<file path="src/rtl/dpram_burst_reader_pkg.sv">
// Shared state encoding and the read-credit check for the dual-port RAM burst reader.
package dpram_burst_reader_pkg;

  typedef enum logic [1:0] {
    IDLE  = 2'd0,
    RUN   = 2'd1,
    DRAIN = 2'd2
  } state_t;

  // A read may be issued only if the word it returns is guaranteed a FIFO slot.
  function automatic logic credit_ok(input logic [1:0] count,
                                     input logic       inflight,
                                     input logic       pop);
    logic [2:0] level;
    level = {1'b0, count} + {2'b00, inflight} - {2'b00, pop};
    return level < 3'd2;
  endfunction

endpackage

</file>
<file path="src/rtl/dpram_skid_fifo.sv">
// Two-entry FIFO that catches RAM read data so the output stream can stall freely.
module dpram_skid_fifo #(
  parameter int dw = 33
) (
  input  logic          clock,
  input  logic          reset,
  input  logic          push,
  input  logic          pop,
  input  logic [dw-1:0] din,
  output logic [dw-1:0] dout,
  output logic [1:0]    count,
  output logic          empty,
  output logic          full
);

  logic [dw-1:0] mem_q [2];
  logic [dw-1:0] mem_d [2];
  logic          wr_ptr_q, wr_ptr_d;
  logic          rd_ptr_q, rd_ptr_d;
  logic [1:0]    count_q, count_d;

  always_comb begin
    mem_d    = mem_q;
    wr_ptr_d = wr_ptr_q;
    rd_ptr_d = rd_ptr_q;
    if (push) begin
      mem_d[wr_ptr_q] = din;
      wr_ptr_d        = ~wr_ptr_q;
    end
    if (pop) begin
      rd_ptr_d = ~rd_ptr_q;
    end
    count_d = count_q + {1'b0, push} - {1'b0, pop};
  end

  always_ff @(posedge clock or posedge reset) begin
    if (reset) begin
      mem_q    <= '{default: '0};
      wr_ptr_q <= 1'b0;
      rd_ptr_q <= 1'b0;
      count_q  <= 2'd0;
    end else begin
      mem_q    <= mem_d;
      wr_ptr_q <= wr_ptr_d;
      rd_ptr_q <= rd_ptr_d;
      count_q  <= count_d;
    end
  end

  assign dout  = mem_q[rd_ptr_q];
  assign count = count_q;
  assign empty = (count_q == 2'd0);
  assign full  = (count_q == 2'd2);

endmodule

</file>
<file path="src/rtl/dpram_burst_reader.sv">
// Burst read engine: walks one RAM port from a start address and streams the
// words out over valid/ready, absorbing the one-clock RAM read latency.
module dpram_burst_reader
  import dpram_burst_reader_pkg::*;
#(
  parameter int depth = 8,
  parameter int width = 32
) (
  input  logic             clock,
  input  logic             reset,
  input  logic             cmd_valid,
  output logic             cmd_ready,
  input  logic [depth-1:0] cmd_addr,
  input  logic [depth:0]   cmd_len,
  output logic [depth-1:0] ram_address,
  input  logic [width-1:0] ram_q,
  output logic             out_valid,
  input  logic             out_ready,
  output logic [width-1:0] out_data,
  output logic             out_last,
  output logic             busy,
  output logic             done
);

  state_t             state_q, state_d;
  logic [depth-1:0]   rd_ptr_q, rd_ptr_d;
  logic [depth:0]     remaining_q, remaining_d;
  logic               inflight_q, inflight_d;
  logic               tag_last_q, tag_last_d;
  logic               zero_done_q, zero_done_d;
  logic               drain_done;
  logic               issue;
  logic               pop;
  logic [width:0]     fifo_dout;
  logic [1:0]         fifo_count;
  logic               fifo_empty;
  logic               fifo_full;

  assign pop = out_valid & out_ready;
  // The full term is redundant with the credit check; it keeps a stray issue from ever overrunning the FIFO.
  assign issue = (state_q == RUN) && (remaining_q != '0)
               && credit_ok(fifo_count, inflight_q, pop) && !(fifo_full && !pop);

  always_comb begin
    state_d     = state_q;
    rd_ptr_d    = rd_ptr_q;
    remaining_d = remaining_q;
    inflight_d  = 1'b0;
    tag_last_d  = tag_last_q;
    zero_done_d = 1'b0;
    drain_done  = 1'b0;
    case (state_q)
      IDLE: begin
        if (cmd_valid) begin
          rd_ptr_d    = cmd_addr;
          remaining_d = cmd_len;
          if (cmd_len == '0) begin
            zero_done_d = 1'b1;
          end else begin
            state_d = RUN;
          end
        end
      end
      RUN: begin
        if (issue) begin
          rd_ptr_d    = rd_ptr_q + depth'(1);
          remaining_d = remaining_q - (depth+1)'(1);
          inflight_d  = 1'b1;
          tag_last_d  = (remaining_q == (depth+1)'(1));
        end
        if (remaining_q == '0) begin
          state_d = DRAIN;
        end
      end
      DRAIN: begin
        if (fifo_empty && !inflight_q) begin
          state_d    = IDLE;
          drain_done = 1'b1;
        end
      end
      default: state_d = IDLE;
    endcase
  end

  always_ff @(posedge clock or posedge reset) begin
    if (reset) begin
      state_q     <= IDLE;
      rd_ptr_q    <= '0;
      remaining_q <= '0;
      inflight_q  <= 1'b0;
      tag_last_q  <= 1'b0;
      zero_done_q <= 1'b0;
    end else begin
      state_q     <= state_d;
      rd_ptr_q    <= rd_ptr_d;
      remaining_q <= remaining_d;
      inflight_q  <= inflight_d;
      tag_last_q  <= tag_last_d;
      zero_done_q <= zero_done_d;
    end
  end

  dpram_skid_fifo #(
    .dw(width + 1)
  ) u_fifo (
    .clock (clock),
    .reset (reset),
    .push  (inflight_q),
    .pop   (pop),
    .din   ({tag_last_q, ram_q}),
    .dout  (fifo_dout),
    .count (fifo_count),
    .empty (fifo_empty),
    .full  (fifo_full)
  );

  assign ram_address = rd_ptr_q;
  assign cmd_ready   = (state_q == IDLE);
  assign busy        = (state_q != IDLE);
  assign done        = drain_done | zero_done_q;
  assign out_valid   = !fifo_empty;
  assign out_last    = fifo_dout[width];
  assign out_data    = fifo_dout[width-1:0];

endmodule

</file>
<file path="config.mk">
export PLATFORM = sky130hd
export DESIGN_NAME = dpram_burst_reader
export DESIGN_NICKNAME = d
export VERILOG_FILES = /design/src/rtl/dpram_burst_reader_pkg.sv /design/src/rtl/dpram_skid_fifo.sv /design/src/rtl/dpram_burst_reader.sv
export SDC_FILE = /design/constraint.sdc
export NUM_CORES = 1
export LEC_CHECK = 0
export ABC_AREA = 1
export ABC_CLOCK_PERIOD_IN_PS = 5600
export CORE_MARGIN = 5
export CORE_UTILIZATION = 45
export DETAILED_ROUTE_END_ITERATION = 10
export GPL_TIMING_DRIVEN = 0
export PLACE_DENSITY = 0.82
export SLEW_MARGIN = 20
export SYNTH_ARGS = -nofsm -noshare
export SYNTH_HDL_FRONTEND = slang
export SYNTH_SLANG_ARGS = --single-unit
</file>
<file path="constraint.sdc">
create_clock -name clock -period 5.6 [get_ports clock]
set_input_delay 1.12 -clock clock [delete_from_list [all_inputs] [get_ports clock]]
set_output_delay 1.12 -clock clock [all_outputs]
set_load 0.005 [all_outputs]
</file>
Yosys cells after proc, flatten, opt, wreduce, memory -nomap -nowiden
Index checks and enable logic that the tools add are counted.
Word-level totals
  register bits after elaboration: 92
  bits of input ports: 53
  output and inout port bits: 45
  logic and storage cells: 80
Cells by class
  $add $sub $neg: 6
  $lt $le $gt $ge: 4
  equal/unequal tests: 9
  multiplexer cells: 24
  bitwise operators: 6
  reduce and logical (&&, ||, !) cells: 20
Operator list (number)
  $mux W33: 4
  $bwmux W66: 1
  $demux W33 S1: 1
  $logic_not A9 Y1: 2
  $mux W9: 2
  $pmux W9 S2: 1
  $mux W8: 2
  $pmux W8 S2: 1
  $eq A9 B1 Y1 const B: 1
  $reduce_bool A9 Y1: 1
  $sub A9 B1 Y9 const B: 1
  $add A8 B1 Y8 const B: 1
  $mux W2: 4
  $ne A2 B2 Y1 const B: 4
  $mux W1: 7
  $logic_and A1 B1 Y1: 6
  $pmux W2 S3: 1
  $eq A2 B2 Y1 const B: 2
  $ge A2 B2 Y1 const B: 2
  $logic_not A1 Y1: 4
  $logic_not A2 Y1: 2
  $not A1 Y2: 2
  $reduce_and A4 Y1: 1
  $reduce_bool A2 Y1: 2
  other kinds (13): 14

Longest topological paths before layout
Gate-level depths: netlist of the first run.
  depth in word-level cells: 9
  mapped depth: 13

Hierarchy
A second synthesis of the first run with hierarchy kept.
Unflattened totals
  cell total of the unflattened synthesis: 609
  area total of the unflattened synthesis: 4854.7 µm²
By module, submodules not included
  dpram_skid_fifo: instances 1, cells an instance 376, area an instance 3218.1 µm²
  dpram_burst_reader: instances 1, cells an instance 233, area an instance 1636.6 µm²

Least setup slack after synthesis of the first run
No wires, ideal clock.
  kind: input-to-reg
  from: input out_ready
  to: register rd_ptr_q[0], in the netlist ram_address[0]
  library setup time: 117 ps
  arrival: 2560 ps
  data required time: 5483 ps
  slack: 2923 ps
  stages: 11
  buffers on the path: 1
  cell sequence: nand3_1 > o21ai_0 > ha_1 > fa_1 > nor2_1 > nand2_1 > a21oi_1 > nand3_2 > buf_4 > nand3_1 > nand2_1
On the way
  word-level cells in the longest chain between the ends: 7
  elaborated cells between the ends (all ways): 10
RTL lines
  start, declared: line dpram_burst_reader.sv:18  | input logic out_ready,
  $and A1 B1 Y1 (*): line dpram_burst_reader.sv:39  | assign pop = out_valid & out_ready;
  $sub A3 B1 Y3 or $logic_not A1 Y1 (tied branches): line dpram_burst_reader_pkg.sv:15, dpram_burst_reader.sv:42
  $lt A3 B2 Y1 or $logic_and A1 B1 Y1 (tied branches): line dpram_burst_reader_pkg.sv:16, dpram_burst_reader.sv:42
  $logic_and A1 B1 Y1 or $logic_not A1 Y1 (tied branches): line dpram_burst_reader.sv:42  | && credit_ok(fifo_count, inflight_q, pop) && !(fifo_full && !pop);
  $logic_and A1 B1 Y1 (*): line dpram_burst_reader.sv:42
  $ne A2 B2 Y1 (no line) (*)
  $reduce_and A3 Y1 (no line) (*)
  end signal, assigned: line dpram_burst_reader.sv:95  | rd_ptr_q <= rd_ptr_d;
  end, declared: line dpram_burst_reader.sv:26  | logic [depth-1:0] rd_ptr_q, rd_ptr_d;
Mark *: on every way between the ends. The rest lies on a longest branch, timed or not.
A chain may end at the register's enable or synchronous reset.

Final worst setup path of the first run
  from: register u_fifo.rd_ptr_q
  to: output out_data[28]
On the way
  word-level cells in the longest chain between the ends: 4
RTL lines
  start, declared: line dpram_skid_fifo.sv:19  | logic rd_ptr_q, rd_ptr_d;
  start signal, assigned: line dpram_skid_fifo.sv:45  | rd_ptr_q <= rd_ptr_d;
  $not A1 Y2 (implied by the code): line dpram_skid_fifo.sv:50  | assign dout = mem_q[rd_ptr_q];
  $mux W33 (implied by the code) (3 in series): line dpram_skid_fifo.sv:50
  end, declared: line dpram_burst_reader.sv:19  | output logic [width-1:0] out_data,
Every way passes these cells. The select of a mux whose other input is x is not followed.

==> key figures, run 1 <==
Hold path
  • Number of cells on the worst hold path: 2
  • Worst min-delay path endpoint: u_fifo.mem_q[40]
  • HP Start: u_fifo.mem_q[40]
  • Type of the tightest min-delay check: reg2reg

Placed design
  • Worst Setup Slack post-DPL: 2.19 ns
  • Sum of net half-perimeters after detailed placement: 8.31 mm
  • DP Area: 5750 µm²
  • Input/output buffers: 97
  • Last weighted congestion value of the routability-driven placer: 0.820

Synthesis
  • Dominant cell by count in the synthesized netlist: nand2_1
  • Seq cells post-synth: 92
  • Cells after Synth: 546
  • Top flip-flop cell by instance count after synthesis: dfrtp_1
  • Commonest cells in the netlist: nand2_1, dfrtp_1, o21ai_0
  • Async S/R FF share, synth: 1.00
  • Number of distinct standard cells referenced by the synthesized netlist: 28
  • Warnings from Yosys: 0
  • Post-synth top area share: 0.503
  • Dominant cells by area after synthesis: dfrtp_1, nand2_1, mux2_2
  • Post-Syn Area: 4580 µm²
  • Number of enable flip-flop cells after synthesis: 0
  • Post-synthesis sequential area ratio: 0.503
  • Syn avg cell area: 8.39 µm²
  • Leading area contributor after synthesis: dfrtp_1
  • Mapped Nets: 605

Routing
  • Top metal layer carrying routed signals: met4
  • Drt pass-1 iters: 5
  • Via/cell ratio: 4.98
  • Remaining number of nets flagged by the antenna check after routing: 0
  • Routed wire length: 11.3 mm
  • Number of violations reported at the end of detailed-routing iteration 0: 148
  • Met1 WL: 4.90 mm
  • Routed wl met2: 5.61 mm
  • DR DRC count: 0
  • Sum of met3 wire segment lengths after detailed routing: 617 µm
  • Drt wl/cell: 14.2 µm
  • Number of vias in the routed layout: 3,948

Global route
  • Congestion Overflow GR: 0
  • Pin count of the biggest net entering global routing: 63
  • Vias in the first global route: 4,131
  • Total routing resource utilization after global routing: 0.192
  • Global-route wire length before repair: 19.8 mm
  • Number of antenna violations at the first check in global routing: 0

Critical path
  • Peak fanout along the critical path: 10
  • Capture instance of the worst register-to-register path: remaining_q[0]
  • Critical path class: reg2out
  • Arrival time of the worst setup path: 2.13 ns
  • Data required time of the critical path: 4.48 ns
  • Critical R2R Launch: u_fifo.count[1]
  • Kind of capture point of the worst setup path: output pin
  • Worst setup SP type: flop
  • Critical path origin: u_fifo.rd_ptr_q
  • Count of cells along the worst register-to-register path: 12
  • Register-to-register setup slack: 3.38 ns

STA
  • Post-route setup slack: 2.35 ns
  • Final Cycle Share: 0.580
  • Max frequency: 308 MHz
  • Remaining max-slew budget at the tightest pin: 0.681
  • Post-route minimum period: 3.25 ns
  • Worst Skew: 0.00786 ns
  • Count of pins over their slew limit: 0
  • Slew at the pin closest to its max-slew limit: 0.478 ns
  • Setup repair after global routing missed its margin: no
  • Setup Viol. Count Final: 0
  • Total negative slack for setup checks: 0 ns
  • Number of hold violations in the final report: 0

CTS
  • Quantity of gates resized following cts: 0
  • Clock Sinks: 92
  • Clk_lat worst skew: 0.36 ns
  • Clock root buffer: clkbuf_8
  • Hold buffer count at cts: 0
  • Clock H-tree levels: 3
  • Clock Pin Slew Worst Setup and Hold Paths: 0.09 ns
  • Number of CTS-inserted buffers: 9
  • Number of post-CTS setup repair buffers: 0
  • TritonCTS clock tree: done
  • Clock Tree Buf Depth: 2

Finish
  • Number of antenna repair diodes: 0
  • Number of inserted filler cells in the final layout: 853
  • Storage element area: 2300 µm²
  • Cell area after layout: 5980 µm²
  • Footprint of the multi-input gates: 1910 µm²
  • Number of nets in the final layout: 714
  • Layout cells sized above 1: 0.120
  • Syn-to-layout area delta: 30.6%

Die
  • Placeable core region: 9860 µm²
  • Starting density of the core: 0.464
  • Number of top-level design ports: 98
  • Vert. Die Dim: 111 µm
  • Number of placement rows: 36
  • Die span in x: 111 µm
  • Die area: 12,300 µm²

Power and ir drop
  • Worst IR Drop VDD: 0.235 mV
  • Cell leakage power: 0.00297 µW
  • Power density cells: 575 nW/µm²
  • Power after layout: 3440 µW

Run status
  • Run status: finished clean

Job
  • Maximum capacitance violations: 0
[layout by cell type (no fill, tap or decap), drive strengths merged]
cell	instances
a21o	1
buf	17
or2	2
nand3	37
nor3	1
clkbuf	19
ha	5
nand4	4
nor2	24
nand2	178
clkdlybuf4s50	97
a21oi	2
inv	63
bufinv	2
dfrtp	92
mux2	33
fa	1
o21bai	2
clkinv	3
xnor2	2
a22oi	1
o21ai	74
[through the flow]
step	hold slack, ns	instances	utilization
floorplan	0.448	546	-
global placement	0.461	776	0.580
detailed placement	0.469	777	0.583
CTS	0.492	793	0.606
global route	0.521	793	0.606
finish	0.486	793	0.606
[state kept, by name (all words and copies together) (netlist names)]
register         flops
tag_last_q           1
inflight_q           1
zero_done_q          1
remaining_q          9
u_fifo.count         2
u_fifo.rd_ptr_q      1
state_q              2
u_fifo.wr_ptr_q      1
u_fifo.mem_q        66
ram_address          8
[worst max-delay path: stages, from the launching register on]
cell             delay [ns]
dfrtp_1                0.33
clkbuf_1               0.27
buf_2                  0.34
mux2_2                 0.37
clkdlybuf4s50_1        0.47
[power breakdown]
part / internal, µW / leakage (µW) / switching (µW)
clock: 267 / 0.000117 / 239
combinational: 896 / 0.00174 / 821
sequential: 993 / 0.00111 / 221
total: 2160 / 0.00297 / 1280
[cell families after synthesis]
group / count (synthesis) / share of synthesized area
xor+xnor: 2 / 0.00383
flops: 92 / 0.503
fa+ha+maj: 6 / 0.0180
simple gates: 246 / 0.225
compound gates: 80 / 0.0896
buf+inv: 87 / 0.0795
mux: 33 / 0.0811
[metal layers]
metal,global-route usage,up-vias
met5,0,-
met4,0.0575,0
met3,0.0333,8
met2,0.328,123
met1,0.250,1861
li1,-,1956
[worst max path at each step]
stage	to	slack [ns]	cells past startpoint
6_report	out_data[28]	2.35	4
5_1_grt	out_data[23]	2.23	4
4_1_cts	out_data[27]	2.31	4
3_5_place_dp	remaining_q[0]	2.19	13
3_3_place_gp	u_fifo.mem_q[3]	0.80	2
2_1_floorplan	inflight_q	2.09	1
[layout make-up]
class	count	area share
Buffer	25	0.0220
Tap cell	133	0.0278
Multi-Input combinational cell	367	0.320
Sequential cell	92	0.385
Inverter	62	0.0393
Clock inverter	6	0.0159
Timing Repair Buffer	98	0.167
Clock buffer	10	0.0230
(Power assumes the default switching activity.)
==> run 2, diff against run 1 <==
- ABC_CLOCK_PERIOD_IN_PS: 5600 -> 3150
- clock period: 5.6 -> 3.15 ns (I/O delays scaled with it)
==> results of run 2 <==
Same layout as run 1 (identical final DEF). Status: finished clean.
Main changes from that run: setup slack after placement 2.19 ns -> 0.227 ns; setup slack after layout 2.35 ns -> 0.395 ns; register-to-register setup slack 3.38 ns -> 0.93 ns; total power 3440 µW -> 6110 µW; worst IR drop on VDD 0.235 mV -> 0.417 mV
